==> src/rtl/uart_fifoed_recv.sv <==
// 8N1 UART receiver feeding a show-ahead circular FIFO of received bytes.
// Framing and overrun faults are reported as single-cycle registered pulses.
module uart_fifoed_recv #(
  parameter int CLKS_PER_BIT = 868,
  parameter int FIFO_DEPTH   = 16
) (
  input  logic       clk_100MHz,
  input  logic       reset,
  input  logic       RX,
  input  logic       rd_en,
  output logic [7:0] dout,
  output logic       fifo_empty,
  output logic       fifo_full,
  output logic       frame_err,
  output logic       overrun
);

  localparam int CW = $clog2(CLKS_PER_BIT);
  localparam int AW = $clog2(FIFO_DEPTH);
  localparam logic [CW-1:0] HALF_BIT = CW'(CLKS_PER_BIT/2 - 1);
  localparam logic [CW-1:0] FULL_BIT = CW'(CLKS_PER_BIT - 1);
  localparam logic [AW:0]   DEPTH_C  = (AW+1)'(FIFO_DEPTH);

  typedef enum logic [2:0] {IDLE, START, DATA, STOP, WAIT_HIGH} state_t;

  state_t          state, state_n;
  logic            rx_meta, rx_s;
  logic [CW-1:0]   cnt, cnt_n;
  logic [2:0]      bit_idx, bit_idx_n;
  logic [7:0]      shift, shift_n;
  logic            push, fe_n;

  logic [7:0]      mem [FIFO_DEPTH];
  logic [AW-1:0]   wr_ptr, rd_ptr;
  logic [AW:0]     count;
  logic            push_ok, pop;

  always_ff @(posedge clk_100MHz or posedge reset) begin
    if (reset) begin
      rx_meta <= 1'b1;
      rx_s    <= 1'b1;
      state   <= IDLE;
      cnt     <= '0;
      bit_idx <= '0;
      shift   <= '0;
    end else begin
      rx_meta <= RX;
      rx_s    <= rx_meta;
      state   <= state_n;
      cnt     <= cnt_n;
      bit_idx <= bit_idx_n;
      shift   <= shift_n;
    end
  end

  // Samples fall mid-bit: the half-bit load in IDLE centres every later sample.
  always_comb begin
    state_n   = state;
    cnt_n     = cnt;
    bit_idx_n = bit_idx;
    shift_n   = shift;
    push      = 1'b0;
    fe_n      = 1'b0;
    case (state)
      IDLE: if (!rx_s) begin
        state_n = START;
        cnt_n   = HALF_BIT;
      end
      START: if (cnt == '0) begin
        if (!rx_s) begin
          state_n   = DATA;
          cnt_n     = FULL_BIT;
          bit_idx_n = '0;
        end else begin
          state_n = IDLE;
        end
      end else cnt_n = cnt - 1'b1;
      DATA: if (cnt == '0) begin
        shift_n = {rx_s, shift[7:1]};
        cnt_n   = FULL_BIT;
        if (bit_idx == 3'd7) state_n = STOP;
        else bit_idx_n = bit_idx + 1'b1;
      end else cnt_n = cnt - 1'b1;
      STOP: if (cnt == '0) begin
        if (rx_s) begin
          push    = 1'b1;
          state_n = IDLE;
        end else begin
          fe_n    = 1'b1;
          state_n = WAIT_HIGH;
        end
      end else cnt_n = cnt - 1'b1;
      WAIT_HIGH: if (rx_s) state_n = IDLE;
      default: state_n = IDLE;
    endcase
  end

  // Fullness is judged before the same-cycle pop, so a full FIFO drops the push.
  assign fifo_empty = (count == '0);
  assign fifo_full  = (count == DEPTH_C);
  assign push_ok    = push && !fifo_full;
  assign pop        = rd_en && !fifo_empty;
  assign dout       = mem[rd_ptr];

  always_ff @(posedge clk_100MHz) begin
    if (push_ok) mem[wr_ptr] <= shift;
  end

  always_ff @(posedge clk_100MHz or posedge reset) begin
    if (reset) begin
      wr_ptr    <= '0;
      rd_ptr    <= '0;
      count     <= '0;
      frame_err <= 1'b0;
      overrun   <= 1'b0;
    end else begin
      frame_err <= fe_n;
      overrun   <= push && fifo_full;
      if (push_ok) wr_ptr <= wr_ptr + 1'b1;
      if (pop)     rd_ptr <= rd_ptr + 1'b1;
      case ({push_ok, pop})
        2'b10:   count <= count + 1'b1;
        2'b01:   count <= count - 1'b1;
        default: count <= count;
      endcase
    end
  end

endmodule

==> config.mk <==
export PLATFORM = sky130hd
export DESIGN_NAME = uart_fifoed_recv
export DESIGN_NICKNAME = d
export VERILOG_FILES = /design/src/rtl/uart_fifoed_recv.sv
export SDC_FILE = /design/constraint.sdc
export NUM_CORES = 1
export LEC_CHECK = 0
export ABC_AREA = 1
export BUFFER_PORTS_ARGS = -buffer_cell sky130_fd_sc_hd__buf_2
export CORE_ASPECT_RATIO = 0.6
export CORE_UTILIZATION = 55
export CTS_CLUSTER_SIZE = 8
export DETAILED_ROUTE_END_ITERATION = 6
export HOLD_SLACK_MARGIN = 0.12
export MAX_ROUTING_LAYER = met4
export PLACE_DENSITY = 0.74
export RECOVER_POWER = 25
export SETUP_SLACK_MARGIN = 0.4
export SLEW_MARGIN = 10
export SYNTH_ARGS = -nofsm -noshare
export SYNTH_HDL_FRONTEND = slang
export SYNTH_SLANG_ARGS = --single-unit
==> constraint.sdc <==
create_clock -name clk_100MHz -period 2.4 [get_ports clk_100MHz]
set_input_delay 0.12 -clock clk_100MHz [delete_from_list [all_inputs] [get_ports clk_100MHz]]
set_output_delay 0.12 -clock clk_100MHz [all_outputs]
set_load 0.005 [all_outputs]
### Yosys cells after proc, flatten, opt, wreduce, memory -nomap -nowiden

Memories as Yosys holds them, arrays and structs flattened.
Index checks and enable logic that the tools add are counted.

* add/subtract/negate cells: 6
* eq/ne operators: 18
* mux-type cells: 29
* reductions and logical operators: 15

Operator list (number)
* 10-bit 2-to-1 mux: 5
* 10-bit case mux with 4 select lines: 1
* 3-bit 2-to-1 mux: 11
* 2-bit inequality test, second input constant: 9
* 3-bit case mux with 5 select lines: 1
* 10-bit logical NOT: 1
* 5-bit case mux with 2 select lines: 1
* 10-bit by 1-bit subtractor with 10-bit output, second input constant: 1
* 4-bit by 1-bit adder with 4-bit output, second input constant: 2
* 1-bit 2-to-1 mux: 8
* 3-bit by 2-bit equality test with 1-bit output, second input constant: 2
* 3-bit equality test, second input constant: 2
* 3-bit case mux with 2 select lines: 1
* 6-bit AND reduction: 1
* 5-bit by 1-bit adder with 5-bit output, second input constant: 1
* 5-bit equality test, second input constant: 1
* 5-bit logical NOT: 1
* 5-bit AND reduction: 1
* 5-bit by 1-bit subtractor with 5-bit output, second input constant: 1
* 4-bit AND reduction: 1
* 2-bit nonzero test: 2
* 4-bit nonzero test: 1
* 3-bit by 1-bit adder with 3-bit output, second input constant: 1
* 3-bit by 1-bit equality test with 1-bit output, second input constant: 1
* 8 further kinds: 11

* register bits: 41
* memory bits (writable): 128
* output and inout port bits: 12
* word-level logic and storage cells: 80
* memories kept: 1

Memory list
* mem: words 16, width 8, read ports 1, clocked after memory_dff 0, write ports 1, line 33 `logic [7:0] mem [FIFO_DEPTH];`

### Depth between registers and ports, before layout

* word-level depth: 6
* depth in mapped cells: 17

### Worst setup path before layout

No wires, ideal clock.

* path kind: reg2reg
* start point: register cnt[0]
* end point: register count[4]
* library setup time: 0.083 ns
* data arrival time: 2.439 ns
* setup slack: -0.121 ns
* stages on the path, launching flop included: 18
* buffers on the path: 0
* clock period less this slack: 2.521 ns
* cell sequence: dfrtp_1 > inv_1 > ha_1 > nand2_1 > nor2_4 > nand3_2 > inv_2 > nand2_4 > nor2_8 > inv_1 > ha_1 > fa_1 > nand2_1 > nand2_1 > a21oi_1 > xor2_1 > nand2_1 > o21ai_0

* cells in the longest elaborated chain, start to end: 6
* elaborated cells on any way between the ends: 8
* those cells by class: 2 x eq/ne; 3 x mux; 3 x reduce/logical

Ends and longest elaborated chain
* from (decl): line 28 `logic [CW-1:0] cnt, cnt_n;`
* from (signal assigned): line 50 `cnt <= cnt_n;`
* 10-bit logical NOT (*): line 84 `STOP: if (cnt == '0) begin`
* 1-bit 2-to-1 mux (*): line 84
* 1-bit 2-to-1 mux (*): line 64 `case (state)`
* 1-bit logical AND (*): line 101 `assign push_ok = push && !fifo_full;`
* 2-bit by 1-bit equality test with 1-bit output or 2-bit equality test (tied branches): line 121 `case ({push_ok, pop})`
* 5-bit case mux with 2 select lines or 2-bit nonzero test (tied branches)
* to (signal assigned): line 122 `2'b10: count <= count + 1'b1;`
* to (signal assigned): line 123 `2'b01: count <= count - 1'b1;`
* to (signal assigned): line 124 `default: count <= count;`
* to (decl): line 35 `logic [AW:0] count;`

Every way passes the cells marked *; elsewhere a longest branch is shown, timed or not.
A chain may end at the register's enable or synchronous reset.

### Worst setup path in the final report

* start point: register cnt[1]
* end point: register count[4]

The elaborated chain is that of the path after synthesis.

==> results.cfg <==
[status]
run_status = finished clean

[routing]
wl_met3_um = 2590
wl_per_cell_um = 22.3
wl_met2_um = 9600
drt-met1-wl_um = 8470
dr.max_layer_used = met4
ant_nets = 0
drt-initial-drc-count = 803
drtPass1Iterations = 6
vias_per_cell = 6.13
drc = 0
wirelength_um = 21300
vias = 5852

[floorplanning]
core_um2 = 13100
die_area_um2 = 14200
ios = 16
die_x_um = 153
die_h_um = 92.6
start_util = 0.575
rows = 32

[yosys]
avgSynthCellArea_um2 = 11.1
yosys_register_bits = 169
synth-edff-count = 128
async_flop_share = 0.243
synth_nets = 698
synth_flop_cell = edfxtp_1
ys_seq_area_frac = 0.647
ys_warn_count = 0
synth.cell_area_um2 = 7530
synth_cell_types = 34
synthCells = 680

[cts]
clock_latency_ns = 0.44
cts-root-buf = clkbuf_16
htreeDepth = 4
cts_buffers = 17
cts.sinks = 169
cts.clk_slew.worst_paths_ns = 0.07
clock_path_buffers = 2
tritoncts = yes

[finish]
nets = 790
finalNonFillerCells = 955
drive_gt1_frac = 0.310
antenna_cells = 0
utilization = 0.747
syn_to_final_growth_pct = 29.9

[worst_setup_path]
crit_start = cnt[1]
rr_endpoint = count[4]
r2r_slack_ns = 0.009
setup.worst_path.end = count[4]
path_class = register to register
r2r-start = cnt[1]
required_ns = 2.77
path_max_fanout = 4
crit_path_end_kind = register
start_kind = register
crit_arrival_ns = 2.76
reg2reg_depth = 17

[timing]
period_share = 0.996
rsz0062_at_grt = true
slew_headroom = 0.345
hold_slack_ns = 0.199
max_slew.worst_pin.slew_ns = 0.982
final.min_clock_period_ns = 2.39
fin_skew_ns = 0.00995
worst_slack_ns = 0.00901
fmax_ghz = 0.418
hold_viol = 0
slew_violations = 0
finalSetupViolations = 0

[place]
dp_cells = 865
gp_congestion = 0.926
dp_hpwl_um = 11200
place_ws_ns = -0.0113
io_buffers = 15

[grt]
grt_max_degree = 44
grt_usage = 0.278
grt_pass1_vias = 5335
grt_pass1_wl_um = 28300
grt.overflow.total = 0
antenna_found_initial = 0

[power_and_ir_drop]
power.total_uw = 9870
leakage_uw = 0.00349
ir_worst_vdd_v = 0.000608
power_per_cell_area_nw_per_um2 = 1010

[run]
max_cap_violations = 0

[worst_hold_path]
hold_path_class = primary input to async pin
synthesized netlist by cell type (all sizes together), types with 2 or more instances:
master / instances / share of area
edfxtp: 128 / 0.51
nor2: 125 / 0.070
nand2: 100 / 0.056
o21ai: 94 / 0.064
inv: 46 / 0.023
dfrtp: 39 / 0.13
o211ai: 32 / 0.032
nand3: 28 / 0.020
clkbuf: 15 / 0.0075
buf: 13 / 0.012
ha: 13 / 0.022
nand4: 12 / 0.011
a21oi: 11 / 0.0073
xor2: 10 / 0.012
mux2: 5 / 0.0095
xnor2: 3 / 0.0035
dfstp: 2 / 0.0070
registers in the layout (all words and copies together), names as in the netlist:
| register | count |
|---|---|
| bit_idx | 3 |
| state | 3 |
| cnt | 10 |
| rx_s | 1 |
| shift | 8 |
| wr_ptr | 4 |
| count | 5 |
| overrun | 1 |
| mem | 128 |
| rd_ptr | 4 |
| rx_meta | 1 |
| frame_err | 1 |
where the power goes:
group	total [µW]	leakage (µW)	switching, µW	internal, µW
clock	2680	0.000267	1230	1460
combinational	3870	0.00182	2140	1730
sequential	3320	0.00140	123	3200
worst min path at each step:
| stage | cells after the start | start | to | slack, ns |
|---|---|---|---|---|
| final | 3 | reset | count[3] | 0.20 |
| after CTS | 3 | reset | count[3] | 0.22 |
| after detailed placement | 2 | reset | rd_ptr[3] | 0.12 |
| after global routing | 3 | reset | rd_ptr[3] | 0.23 |
| after floorplan | 0 | RX | rx_meta | 0.12 |
| after global placement | 2 | reset | count[4] | 0.11 |
layout make-up:
| type | instances | area [µm²] |
|---|---|---|
| multi-input cells | 436 | 2800 |
| well taps | 170 | 213 |
| clock buffers | 18 | 429 |
| repair buffers | 99 | 1120 |
| fillers | 733 | 3310 |
| inverters | 47 | 181 |
| flip-flops and latches | 169 | 4880 |
| repair inverters | 2 | 17.5 |
| clock inverters | 14 | 141 |
cell usage in the layout, fill, tap and decap left out, types with 6 or more instances in the layout:
| cell | netlist | layout |
|---|---|---|
| nor2_2 | 1 | 10 |
| nor2_4 | 5 | 28 |
| nand4_1 | 11 | 11 |
| buf_8 | 0 | 6 |
| o21ai_1 | 6 | 30 |
| dfrtp_1 | 39 | 36 |
| buf_6 | 3 | 21 |
| o211ai_1 | 32 | 32 |
| buf_12 | 0 | 9 |
| nand2_1 | 91 | 88 |
| o21ai_0 | 85 | 30 |
| edfxtp_1 | 128 | 128 |
| nor2_1 | 118 | 86 |
| xor2_1 | 10 | 10 |
| ha_1 | 13 | 9 |
| inv_1 | 40 | 33 |
| buf_2 | 8 | 14 |
| o21ai_2 | 3 | 31 |
| buf_4 | 2 | 33 |
| inv_2 | 6 | 11 |
| nand3_1 | 26 | 26 |
| nand2_2 | 4 | 6 |
| a21oi_1 | 11 | 8 |
| clkbuf_16 | 0 | 25 |
what timing repair did:
action                                  in CTS  in global routing
hold endpoints to repair                    42                  0
gates cloned                                 2                 11
gates resized for setup                     76                138
pin swaps                                   11                 54
hold buffers                                 3                  0
endpoints found under the setup margin     140                140
setup buffers                               21                 21
kinds of logic after synthesis:
logic type / Yosys count / synth area share
simple gates: 267 / 0.158
flops: 169 / 0.647
compound gates: 137 / 0.103
buf+inv: 75 / 0.0427
fa+ha+maj: 14 / 0.0243
xor+xnor: 13 / 0.0151
mux: 5 / 0.00947
layer usage:
layer / vias to the layer above / GRT usage
met5: - / -
met4: 0 / 0.0867
met2: 395 / 0.402
met1: 2832 / 0.381
li1: 2558 / -
met3: 67 / 0.0800
worst max-delay path, cell delays in order, from the launching register on:
cell and delay [ns]:
dfrtp_1 0.40, inv_2 0.09, ha_4 0.15, nand2_4 0.05
nor2_4 0.13, nand3_4 0.08, inv_2 0.07, nand2_4 0.07
nor2_8 0.10, inv_2 0.05, ha_4 0.17, fa_2 0.37
nand2_2 0.10, nand2_2 0.05, a21oi_2 0.13, xor2_1 0.16
nand2_1 0.09, o21ai_2 0.06
stage by stage:
step	TNS [ns]	area (µm²)
after floorplan	0	7570
after global placement	0	7930
after detailed placement	-0.0113	7930
after CTS	0	8950
after global routing	-0.186	9780
final	0	9780
No activity file was read; power rests on OpenSTA's default activity.
